==> src/rtl/xbar_slave_port_pkg.sv <==
// Shared crossbar definitions: slave-port state encoding and command values.
package xbar_slave_port_pkg;

  typedef enum logic [1:0] {
    IDLE   = 2'd0,
    BUSY   = 2'd1,
    RDWAIT = 2'd2,
    RESP   = 2'd3
  } state_t;

  localparam logic CMD_WRITE = 1'b1;
  localparam logic CMD_READ  = 1'b0;

endpackage

==> src/rtl/xbar_slave_port_rr_arbiter2.sv <==
// Two-way round-robin arbiter: combinational one-hot grant,
// priority pointer moves to the loser whenever a grant is taken.
module rr_arbiter2 (
  input  logic       clk,
  input  logic       reset,
  input  logic [1:0] req,
  input  logic       upd,
  output logic [1:0] gnt
);

  logic ptr_q;

  always_comb begin
    gnt = 2'b00;
    unique case (1'b1)
      (req == 2'b01):           gnt = 2'b01;
      (req == 2'b10):           gnt = 2'b10;
      (req == 2'b11 && !ptr_q): gnt = 2'b01;
      (req == 2'b11 &&  ptr_q): gnt = 2'b10;
      default:                  gnt = 2'b00;
    endcase
  end

  always_ff @(posedge clk or posedge reset) begin
    if (reset) begin
      ptr_q <= 1'b0;
    end else if (upd) begin
      ptr_q <= gnt[0];
    end
  end

endmodule

==> src/rtl/xbar_slave_port.sv <==
// Slave-side crossbar port: arbitrates two masters onto one slave,
// with timeout abort and registered ack/err/rdata back to the winner.
module xbar_slave_port
  import xbar_slave_port_pkg::*;
#(
  parameter int ADDR_W  = 32,
  parameter int DATA_W  = 32,
  parameter int TIMEOUT = 15
) (
  input  logic              clk,
  input  logic              reset,
  input  logic              m0_req,
  input  logic [ADDR_W-1:0] m0_addr,
  input  logic              m0_cmd,
  input  logic [DATA_W-1:0] m0_wdata,
  output logic              m0_ack,
  output logic              m0_err,
  output logic [DATA_W-1:0] m0_rdata,
  input  logic              m1_req,
  input  logic [ADDR_W-1:0] m1_addr,
  input  logic              m1_cmd,
  input  logic [DATA_W-1:0] m1_wdata,
  output logic              m1_ack,
  output logic              m1_err,
  output logic [DATA_W-1:0] m1_rdata,
  output logic              slave_req,
  output logic [ADDR_W-1:0] slave_addr,
  output logic              slave_cmd,
  output logic [DATA_W-1:0] slave_wdata,
  input  logic              slave_ack,
  input  logic [DATA_W-1:0] slave_rdata
);

  localparam logic [7:0] TO_CNT = 8'(TIMEOUT);

  state_t            state_q, state_d;
  logic [7:0]        cnt_q, cnt_d;
  logic              sel_q, sel_d;
  logic [1:0]        sel_mask;
  logic [1:0]        arb_gnt;
  logic              arb_upd;
  logic              req_d, cmd_d;
  logic [ADDR_W-1:0] addr_d;
  logic [DATA_W-1:0] wdata_d;
  logic [1:0]        ack_d, err_d;
  logic [DATA_W-1:0] rdata0_d, rdata1_d;

  rr_arbiter2 u_arb (
    .clk   (clk),
    .reset (reset),
    .req   ({m1_req, m0_req}),
    .upd   (arb_upd),
    .gnt   (arb_gnt)
  );

  assign sel_mask = {sel_q, ~sel_q};

  always_comb begin
    state_d  = state_q;
    cnt_d    = cnt_q;
    sel_d    = sel_q;
    req_d    = slave_req;
    addr_d   = slave_addr;
    cmd_d    = slave_cmd;
    wdata_d  = slave_wdata;
    ack_d    = 2'b00;
    err_d    = 2'b00;
    rdata0_d = m0_rdata;
    rdata1_d = m1_rdata;
    arb_upd  = 1'b0;
    unique case (state_q)
      IDLE: begin
        if (|arb_gnt) begin
          arb_upd = 1'b1;
          sel_d   = arb_gnt[1];
          addr_d  = arb_gnt[1] ? m1_addr  : m0_addr;
          cmd_d   = arb_gnt[1] ? m1_cmd   : m0_cmd;
          wdata_d = arb_gnt[1] ? m1_wdata : m0_wdata;
          req_d   = 1'b1;
          cnt_d   = '0;
          state_d = BUSY;
        end
      end
      BUSY: begin
        if (slave_ack) begin
          req_d = 1'b0;
          if (slave_cmd == CMD_WRITE) begin
            ack_d   = sel_mask;
            state_d = RESP;
          end else begin
            state_d = RDWAIT;
          end
        end else if (cnt_q == TO_CNT) begin
          req_d   = 1'b0;
          err_d   = sel_mask;
          state_d = RESP;
        end else begin
          cnt_d = cnt_q + 8'd1;
        end
      end
      RDWAIT: begin
        ack_d = sel_mask;
        if (sel_q) rdata1_d = slave_rdata;
        else       rdata0_d = slave_rdata;
        state_d = RESP;
      end
      RESP:    state_d = IDLE;
      default: state_d = IDLE;
    endcase
  end

  always_ff @(posedge clk or posedge reset) begin
    if (reset) begin
      state_q     <= IDLE;
      cnt_q       <= '0;
      sel_q       <= 1'b0;
      slave_req   <= 1'b0;
      slave_addr  <= '0;
      slave_cmd   <= 1'b0;
      slave_wdata <= '0;
      m0_ack      <= 1'b0;
      m1_ack      <= 1'b0;
      m0_err      <= 1'b0;
      m1_err      <= 1'b0;
      m0_rdata    <= '0;
      m1_rdata    <= '0;
    end else begin
      state_q     <= state_d;
      cnt_q       <= cnt_d;
      sel_q       <= sel_d;
      slave_req   <= req_d;
      slave_addr  <= addr_d;
      slave_cmd   <= cmd_d;
      slave_wdata <= wdata_d;
      m0_ack      <= ack_d[0];
      m1_ack      <= ack_d[1];
      m0_err      <= err_d[0];
      m1_err      <= err_d[1];
      m0_rdata    <= rdata0_d;
      m1_rdata    <= rdata1_d;
    end
  end

endmodule

==> config.mk <==
export PLATFORM = sky130hd
export DESIGN_NAME = xbar_slave_port
export DESIGN_NICKNAME = d
export VERILOG_FILES = /design/src/rtl/xbar_slave_port_pkg.sv /design/src/rtl/xbar_slave_port_rr_arbiter2.sv /design/src/rtl/xbar_slave_port.sv
export SDC_FILE = /design/constraint.sdc
export NUM_CORES = 1
export LEC_CHECK = 0
export CORE_MARGIN = 2
export CORE_UTILIZATION = 41
export DETAILED_ROUTE_END_ITERATION = 10
export HOLD_SLACK_MARGIN = 0.1
export PLACE_DENSITY_LB_ADDON = 0.1
export SETUP_SLACK_MARGIN = 0.3
export SYNTH_ARGS = -nofsm -noshare
export SYNTH_HDL_FRONTEND = slang
export SYNTH_SLANG_ARGS = --single-unit
==> constraint.sdc <==
create_clock -name clk -period 5.4 [get_ports clk]
set_input_delay 1.08 -clock clk [delete_from_list [all_inputs] [get_ports clk]]
set_output_delay 1.08 -clock clk [all_outputs]
set_load 0.05 [all_outputs]
==> qor.yml <==
clock_tree:
  htreeDepth: 4
  cts_root_buf: "clkbuf_16"
  clock_tree.buffer_depth: 2
  clkLatencyLatePin_ns: 0.42
  hold_bufs_inserted_after_cts: 0
  clk_pin_slew_worst_paths_ns: 0.06
  ctsResizeCount: 0
  cts_buffers: 17
  clkSinkCount: 146
  cts_post_setup_buffers_inserted: 0
  clock_tree_from_tritoncts: "built"
global_routing:
  grt_antenna_before_repair: 0
  globalRouteOverflowTotal: 0
  first_global_vias: 5088
  grt_pass1_wl_um: 26990
  globalRouteTotalUtil_pct: 21.54
  grt_max_degree: 126
die:
  initial_core_util_pct: 41.77
  std_cell_rows: 45
  num_io_pins: 301
  die_h_um: 128.0
  die_area_um2: 16380
  core_area_um2: 15090
  die-width_um: 128.0
final_layout:
  area_delta_synth_final_pct: 59.49
  ff_latch_area_um2: 3654
  antennaDiodeCount: 0
  final_nets: 983
  multiInputGateArea_um2: 2520
  final_layout_size_suffix_gt1_share_pct: 12.99
  nFillCells: 1155
  stdcell_area_um2: 10050
timing:
  setup_tns_ns: 0
  achievable-frequency_ghz: 0.3406
  final.setup_skew_ns: 0.009078
  final_hold_viol_count: 0
  final_min_period_over_clock_period_pct: 54.36
  actual_transition_at_the_worst_max_transition_pin_ns: 1.130
  rsz0062_at_grt: "no"
  setup_viol: 0
  timing.final.crit_period_ns: 2.936
  relSlewSlack_pct: 24.70
  drv_slew: 0
placement:
  place.gp.congestion: 0.8107
  dp_hpwl_um: 12890
  dpl-instance-area_um2: 9474
  io_buffer_count: 300
setup_path:
  max_stage_delay_ns: 0.82
  worst_setup_path_end_kind: "register"
  crit_type: "input pin to register"
  timing.critical_path.cells: "clkdlybuf4s50_1, nand2b_1, nand2_4, mux2i_1, o21ai_0"
  cp_max_fo: 65
  worstPathArrival_ns: 3.20
  crit_path_top_delay_cell: "nand2_4"
  crit_path_start_kind: "input pin"
  cp.required_ns: 5.66
yosys:
  synthArstFlopShare_pct: 100.0
  synthesis.area_um2: 6304
  syn-mean-instance-area_um2: 12.15
  netlist_instances: 519
  synth-edff-count: 0
  yosys.area.top_type: "dfrtp_1"
  synth_seq_cells: 146
  synth.top_cells.by_count: "dfrtp_1, nand2_1, mux2i_1"
  netlist_top_cells_area: "dfrtp_1, mux2_2, mux2i_1, o21ai_0, nand2_1"
  ys.flop_type: "dfrtp_1"
  synth.yosys.seq_area_share_pct: 57.96
  yosys_warnings: 0
  synth_most_common_cell: "dfrtp_1"
  synth_cell_type_count: 41
  synth_top_area_share_pct: 57.96
  synth_fp_nets: 691
detailed_routing:
  vias: 5019
  total_wirelength_um: 17400
  post-route-drc-count: 0
  violation_count_after_the_first_detailed_route_iteration: 209
  post_drt_via_cell_ratio: 4.959
  drt-wirelength-per-cell_um: 17.20
  detail-route-antenna-nets: 0
  firstDrtPassIters: 4
hold_path:
  min_path_type: "register to register"
job:
  cap_viol_max_count: 0
power_and_ir_drop:
  vdd_drop_max_mv: 0.2865
  cellPowerDensity_nw_per_um2: 702.8
  leakagePower_nw: 4.469
status:
  run_status: "finished clean"
==> power breakdown <==
part / internal [W] / switching [W]
clock: 0.000693 / 0.000448
combinational: 0.00144 / 0.00259
sequential: 0.00162 / 0.000281
total: 0.00375 / 0.00332
==> metal layers <==
layer  vias up  part of all wire [%]  global-route usage [%]
met3        30                   8.5                   7.805
met2       210                    51                   38.31
li1       2412                     -                       -
met4         0                   2.6                   8.274
met5         -                     0                       0
met1      2367                    37                   23.46
==> sequential cells by signal, indices dropped and copies added (netlist names) <==
signal       count
m1_err           1
m1_rdata        32
slave_wdata     32
slave_addr      32
state_q          2
m0_rdata        32
m1_ack           1
slave_cmd        1
m0_ack           1
u_arb.ptr_q      1
sel_q            1
slave_req        1
cnt_q            8
m0_err           1
==> critical path: cells and delay by family <==
family                 cells  cell delay [ns]
muxes                      1             0.31
buffers and inverters      1             0.62
AOI/OAI and AO/OA          1             0.14
and+or+nand+nor            2             0.98
==> through the flow <==
step	power [W]	hold slack [ns]	setup slack, ns	utilization, %	std cells
floorplan	0.004547	0.4499	0.3970	-	519
detailed placement	0.005966	0.4690	2.043	62.79	980
finish	0.007065	0.4722	2.464	66.63	1012
CTS	0.007131	0.4816	2.456	66.63	1012
global route	0.007413	0.5055	2.332	66.63	1012
global placement	0.005884	0.4621	2.173	62.79	980
==> final timing paths <==
kind / from / slack (ns) / endpoint / cells past startpoint
hold / removal: slave_addr[28] / 0.47 / slave_addr[28] / 2
min in group asynchronous: reset / 1.31 / m1_rdata[1] / 2
hold reg to reg: slave_addr[28] / 0.47 / slave_addr[28] / 2
setup / recovery: m0_req / 2.46 / slave_wdata[16] / 5
setup reg to reg: state_q[0] / 3.19 / cnt_q[7] / 6
max in group asynchronous: reset / 3.14 / slave_req / 3
==> kinds of logic (layout without fill, tap and decap cells) <==
logic type      count (synthesis)  after routing  share of synthesized area (%)
flops                         146            146                          57.96
compound gates                 87             87                          7.999
mux                           131            131                          22.17
simple gates                  115            115                          8.515
buf+inv                        35            340                          2.362
fa+ha+maj                       5              5                         0.9925
==> area by class of cell <==
cell class | instances | area share [%]
clock inverters | 12 | 1.319
repair buffers | 304 | 30.29
inverters | 4 | 0.1991
flip-flops and latches | 146 | 36.34
multi-input cells | 338 | 25.07
well taps | 188 | 2.340
clock buffers | 20 | 4.443
==> layout by cell type (no fill, tap or decap), drive strengths merged, types with 4 or more instances in the layout <==
cell type      Yosys  layout
nand3              8       8
mux2i             65      65
inv                4       5
or4                4       4
buf               18       4
ha                 5       5
clkbuf            13      20
clkdlybuf4s50      0     300
dfrtp            146     146
nand2             80      80
o21ai             70      70
clkinv             0       6
mux2              66      66
(Power assumes the default switching activity.)
